## config.mk

```make
export PLATFORM = sky130hd
export DESIGN_NAME = lsu_mem_master
export DESIGN_NICKNAME = d
export VERILOG_FILES = /design/src/rtl/lsu_mem_master.sv
export SDC_FILE = /design/constraint.sdc
export NUM_CORES = 1
export LEC_CHECK = 0
export CORE_ASPECT_RATIO = 0.9
export CORE_UTILIZATION = 45
export DETAILED_ROUTE_END_ITERATION = 8
export PLACE_DENSITY = 0.81
export SLEW_MARGIN = 20
export SYNTH_ARGS = -nofsm -noshare
export SYNTH_HDL_FRONTEND = slang
export SYNTH_SLANG_ARGS = --single-unit
```

## constraint.sdc

```tcl
create_clock -name clk -period 2.3 [get_ports clk]
set_input_delay 0.46 -clock clk [delete_from_list [all_inputs] [get_ports clk]]
set_output_delay 0.46 -clock clk [all_outputs]
set_load 0.02 [all_outputs]
```

## src/rtl/lsu_mem_master.sv

```systemverilog
// Load/store unit memory master.
// Turns one CPU byte/half/word access into a single word request to memory.
// Store data is lane-replicated with byte strobes. Load data is aligned and
// sign- or zero-extended. Misaligned or illegal-size requests and memory
// timeouts come back as error responses.
module lsu_mem_master #(
  parameter int ADDR_WIDTH = 20,
  parameter int TIMEOUT    = 255
) (
  input  logic                  clk,
  input  logic                  rst,
  input  logic                  req_valid,
  output logic                  req_ready,
  input  logic                  req_we,
  input  logic [1:0]            req_size,
  input  logic                  req_unsigned,
  input  logic [31:0]           req_addr,
  input  logic [31:0]           req_wdata,
  output logic                  resp_valid,
  output logic [31:0]           resp_rdata,
  output logic                  resp_err,
  output logic                  mem_valid,
  output logic [3:0]            mem_wstrb,
  output logic [ADDR_WIDTH-1:0] mem_addr,
  output logic [31:0]           mem_wdata,
  input  logic [31:0]           mem_rdata,
  input  logic                  mem_ready
);

  typedef enum logic [1:0] {
    S_IDLE  = 2'd0,
    S_ISSUE = 2'd1,
    S_WAIT  = 2'd2
  } state_t;

  // Last counter value before the timeout fires; the counter starts at 0 on WAIT entry.
  localparam logic [15:0] TO_LAST = 16'(TIMEOUT - 1);

  state_t      r_state;
  logic        r_we;
  logic [1:0]  r_size;
  logic        r_uns;
  logic [1:0]  r_off;
  logic [15:0] r_cnt;
  logic        r_req_ready;
  logic        r_resp_valid;
  logic        r_resp_err;
  logic [31:0] r_resp_rdata;
  logic        r_mem_valid;
  logic [3:0]  r_mem_wstrb;
  logic [ADDR_WIDTH-1:0] r_mem_addr;
  logic [31:0] r_mem_wdata;

  logic        w_accept;
  logic        w_bad;

  // Byte strobes for a store at the given size and byte offset.
  function automatic logic [3:0] f_strb(input logic [1:0] size, input logic [1:0] off);
    logic [3:0] s;
    case (size)
      2'b00:   s = 4'b0001 << off;
      2'b01:   s = off[1] ? 4'b1100 : 4'b0011;
      default: s = 4'b1111;
    endcase
    return s;
  endfunction

  // Replicate right-aligned store data across every lane it could land in.
  function automatic logic [31:0] f_wdata(input logic [1:0] size, input logic [31:0] d);
    logic [31:0] w;
    case (size)
      2'b00:   w = {4{d[7:0]}};
      2'b01:   w = {2{d[15:0]}};
      default: w = d;
    endcase
    return w;
  endfunction

  // Align the addressed bytes down to bit 0 and extend to 32 bits.
  function automatic logic [31:0] f_load(input logic [1:0] size, input logic uns,
                                         input logic [1:0] off, input logic [31:0] d);
    logic [31:0] s;
    logic [31:0] r;
    s = d >> {off, 3'b000};
    case (size)
      2'b00:   r = uns ? {24'd0, s[7:0]}  : {{24{s[7]}},  s[7:0]};
      2'b01:   r = uns ? {16'd0, s[15:0]} : {{16{s[15]}}, s[15:0]};
      default: r = s;
    endcase
    return r;
  endfunction

  assign w_accept = req_valid && r_req_ready;
  assign w_bad    = (req_size == 2'b11) ||
                    ((req_size == 2'b01) && req_addr[0]) ||
                    ((req_size == 2'b10) && (req_addr[1:0] != 2'b00));

  // Address bits above the word index are not used by this master.
  generate
    if (ADDR_WIDTH < 30) begin : g_unused_addr
      logic w_unused_addr;
      assign w_unused_addr = ^req_addr[31:ADDR_WIDTH+2];
    end
  endgenerate

  // Control FSM with all outputs registered.
  always_ff @(posedge clk) begin
    if (!rst) begin
      r_state      <= S_IDLE;
      r_we         <= 1'b0;
      r_size       <= 2'b00;
      r_uns        <= 1'b0;
      r_off        <= 2'b00;
      r_cnt        <= 16'd0;
      r_req_ready  <= 1'b1;
      r_resp_valid <= 1'b0;
      r_resp_err   <= 1'b0;
      r_resp_rdata <= 32'd0;
      r_mem_valid  <= 1'b0;
      r_mem_wstrb  <= 4'd0;
      r_mem_addr   <= '0;
      r_mem_wdata  <= 32'd0;
    end else begin
      r_mem_valid  <= 1'b0;
      r_resp_valid <= 1'b0;
      r_resp_err   <= 1'b0;
      case (r_state)
        S_IDLE: begin
          if (w_accept) begin
            r_we   <= req_we;
            r_size <= req_size;
            r_uns  <= req_unsigned;
            r_off  <= req_addr[1:0];
            if (w_bad) begin
              // Rejected without touching memory; the block stays ready.
              r_resp_valid <= 1'b1;
              r_resp_err   <= 1'b1;
              r_resp_rdata <= 32'd0;
            end else begin
              r_mem_valid <= 1'b1;
              r_mem_addr  <= req_addr[ADDR_WIDTH+1:2];
              r_mem_wstrb <= req_we ? f_strb(req_size, req_addr[1:0]) : 4'b0000;
              r_mem_wdata <= f_wdata(req_size, req_wdata);
              r_req_ready <= 1'b0;
              r_state     <= S_ISSUE;
            end
          end
        end
        S_ISSUE: begin
          // mem_valid drops here, so it is only ever a one-cycle pulse.
          r_cnt   <= 16'd0;
          r_state <= S_WAIT;
        end
        S_WAIT: begin
          if (mem_ready) begin
            r_resp_valid <= 1'b1;
            r_resp_rdata <= r_we ? 32'd0 : f_load(r_size, r_uns, r_off, mem_rdata);
            r_req_ready  <= 1'b1;
            r_cnt        <= 16'd0;
            r_state      <= S_IDLE;
          end else if (r_cnt == TO_LAST) begin
            r_resp_valid <= 1'b1;
            r_resp_err   <= 1'b1;
            r_resp_rdata <= 32'd0;
            r_req_ready  <= 1'b1;
            r_cnt        <= 16'd0;
            r_state      <= S_IDLE;
          end else begin
            r_cnt <= r_cnt + 16'd1;
          end
        end
        default: begin
          r_req_ready <= 1'b1;
          r_state     <= S_IDLE;
        end
      endcase
    end
  end

  assign req_ready  = r_req_ready;
  assign resp_valid = r_resp_valid;
  assign resp_err   = r_resp_err;
  assign resp_rdata = r_resp_rdata;
  assign mem_valid  = r_mem_valid;
  assign mem_wstrb  = r_mem_wstrb;
  assign mem_addr   = r_mem_addr;
  assign mem_wdata  = r_mem_wdata;

endmodule

```

==> flow_summary.ini <==
[detailed_routing]
ant_nets = 0
vias_per_cell = 5.46
vias = 5325
first_pass_iters = 5
drt_iter0_drc = 426
drcViolationCount = 0
wl_per_cell_um = 16.6
drt-total-wl_mm = 16.2
dr_wl_met2_mm = 7.71
wl_met1_mm = 6.56
top_signal_layer_used = met4
route.met3.wl_mm = 1.65

[clocking]
numCtsBuffers = 17
clk_latency_ps = 420
clock_path_buffers = 2
holdBufCountCts = 0
cts_tree = built
post_cts_buffers = 0
ctsHtreeMaxLevel = 4
cts.sinks = 116
clkTransAtPathRegs_ps = 50
cts_resized = 0
cts-root-buf = clkbuf_16

[logic_synthesis]
async_flop_share_pct = 0
synthCells = 617
synth_seq_cells = 116
synth_top_family_by_area = compound AO/OA/AOI/OAI gates
synth_area_leaders = dfxtp_1 43%, nand2_1 9.6%, mux2i_1 6.7%, a21oi_1 5.5%, o21ai_0 3.5%
synth_top_area_share_pct = 43.5
yosys_warnings = 0
synthMuxAreaShare_pct = 10.3
synth_xor_area_share_pct = 2.29
synth_cell_types = 52
synthAdderAreaFrac_pct = 1.40
synth-simple-area-share_pct = 17.6
synth-edff-count = 0
yosys-top-cells-count = 136 x nand2_1, 116 x dfxtp_1, 59 x a21oi_1
synth_nets = 727
synth.most_common_cell = nand2_1
dominantRegCellSynth = dfxtp_1
yosys.area.top_type = dfxtp_1
synth-compound-area-share_pct = 20.1
avgSynthCellArea_um2 = 8.66
synth_seq_area_share_pct = 43.5
syn-cell-area_um2 = 5340

[worst_setup_path]
worstPathRequired_ps = 2640
rr_worst_depth = 6
regToRegSetupSlack_ps = 230
arrival_ps = 2410
start_kind = register
cp_max_fo = 7
worstReg2RegStart = r_state[0]
cp-end-kind = register
startpoint = r_state[0]
crit_type = reg -> reg

[timing]
max_freq_mhz = 483
hold_viol_final = 0
period_needed_ps = 2070
post-route-period-util_pct = 90.1
rsz0062_at_grt = false
worst_slack_ps = 228
final-max-slew-violation-count = 0
slew_headroom_pct = 51.3
setup_viol = 0
tns_ps = 0
finClkSkew_ps = 7.79
worstMarginPinSlew_ps = 727

[power]
p_leak_nw = 2.96
power_density_nw_per_um2 = 747
irDropWorstVdd_mv = 0.703

[global_routing]
gr-total-overflow = 0
antenna_found_initial = 0
grt_use_total_pct = 27.5
grt_pass1_vias = 5253
grt_pass1_wl_mm = 26.0
grt_max_degree = 41

[finish]
design_area_um2 = 8140
fin_util_pct = 70.9
area_delta_synth_final_pct = 52.3
n_antenna_cell = 0
drive_gt1_share_pct = 10.7
fin_nets = 917

[floorplan]
dieHeight_um = 105
start_util_pct = 46.5
dieArea_um2 = 12300
rows = 37
die_x_um = 117
core-area_um2 = 11500
pin_count = 196

[placement]
dp_slack_ps = 20.5
place_hpwl_mm = 11.5
placed_area_um2 = 7490
io_buffers = 185
gp_congestion = 0.884

[job]
maxCapViolations = 0

[min_path]
hold_start = mem_addr[15]
holdPathStages = 2
min_path_type = reg -> reg

[status]
run_status = completed
registers in the layout, summed over array words and instances (netlist names), 2 cells and up:
name / count
mem_wdata: 32
mem_addr: 20
r_off: 2
r_state: 2
mem_wstrb: 4
r_size: 2
r_cnt: 16
resp_rdata: 32
metrics by stage:
step / hold WS [ps] / total power [mW] / instances
after floorplan: 432 / 2.75 / 617
after global placement: 443 / 3.22 / 944
after detailed placement: 448 / 3.25 / 944
after CTS: 455 / 6.11 / 976
after global routing: 469 / 6.30 / 976
final: 452 / 6.08 / 976
metal layers:
layer  global-route usage (%)  up-vias
met5                        0        -
met4                     8.86        0
met3                     12.4       22
met2                     43.9      232
met1                     32.8     2510
li1                         -     2561
kinds of logic after synthesis:
kind of cell	count (synthesis)
AO/OA/AOI/OAI	161
AND/OR/NAND/NOR	216
multiplexers	45
XOR/XNOR	14
adder cells (fa/ha/maj)	6
flip-flops	116
buffers and inverters	59
path summary, 6_finish.rpt:
path,endpoint
max,r_cnt[15]
min,mem_addr[15]
max reg2reg,r_cnt[15]
min reg2reg,mem_addr[15]
cell usage in the layout, fill, tap and decap left out, drive strengths merged, types with 16 or more instances in the layout:
cell type        n
buf             35
a32o            16
a21oi           60
clkbuf          21
o21ai           39
nand2          136
mux2i           36
nor2            39
clkdlybuf4s50  185
dfxtp          116
worst max-delay path, cell delays in order (launching register included):
cell     delay, ps
dfxtp_1        370
inv_1          110
ha_1           410
and4_1         340
nand4_1        230
or3_1          400
a21oi_1        140
final cells by class:
type | count | area [µm²]
tap | 156 | 195
clock buffer | 21 | 470
inverter | 10 | 37.5
fill | 871 | 3340
multi-input combinational | 442 | 2770
sequential | 116 | 2320
clock inverter | 11 | 173
timing repair buffer | 220 | 2160
power breakdown:
group	total (mW)	internal, mW	switching, mW
Sequential	2.16	2.10	0.0567
Combinational	1.07	0.509	0.561
Clock	2.85	1.90	0.951
(Power assumes the default switching activity.)
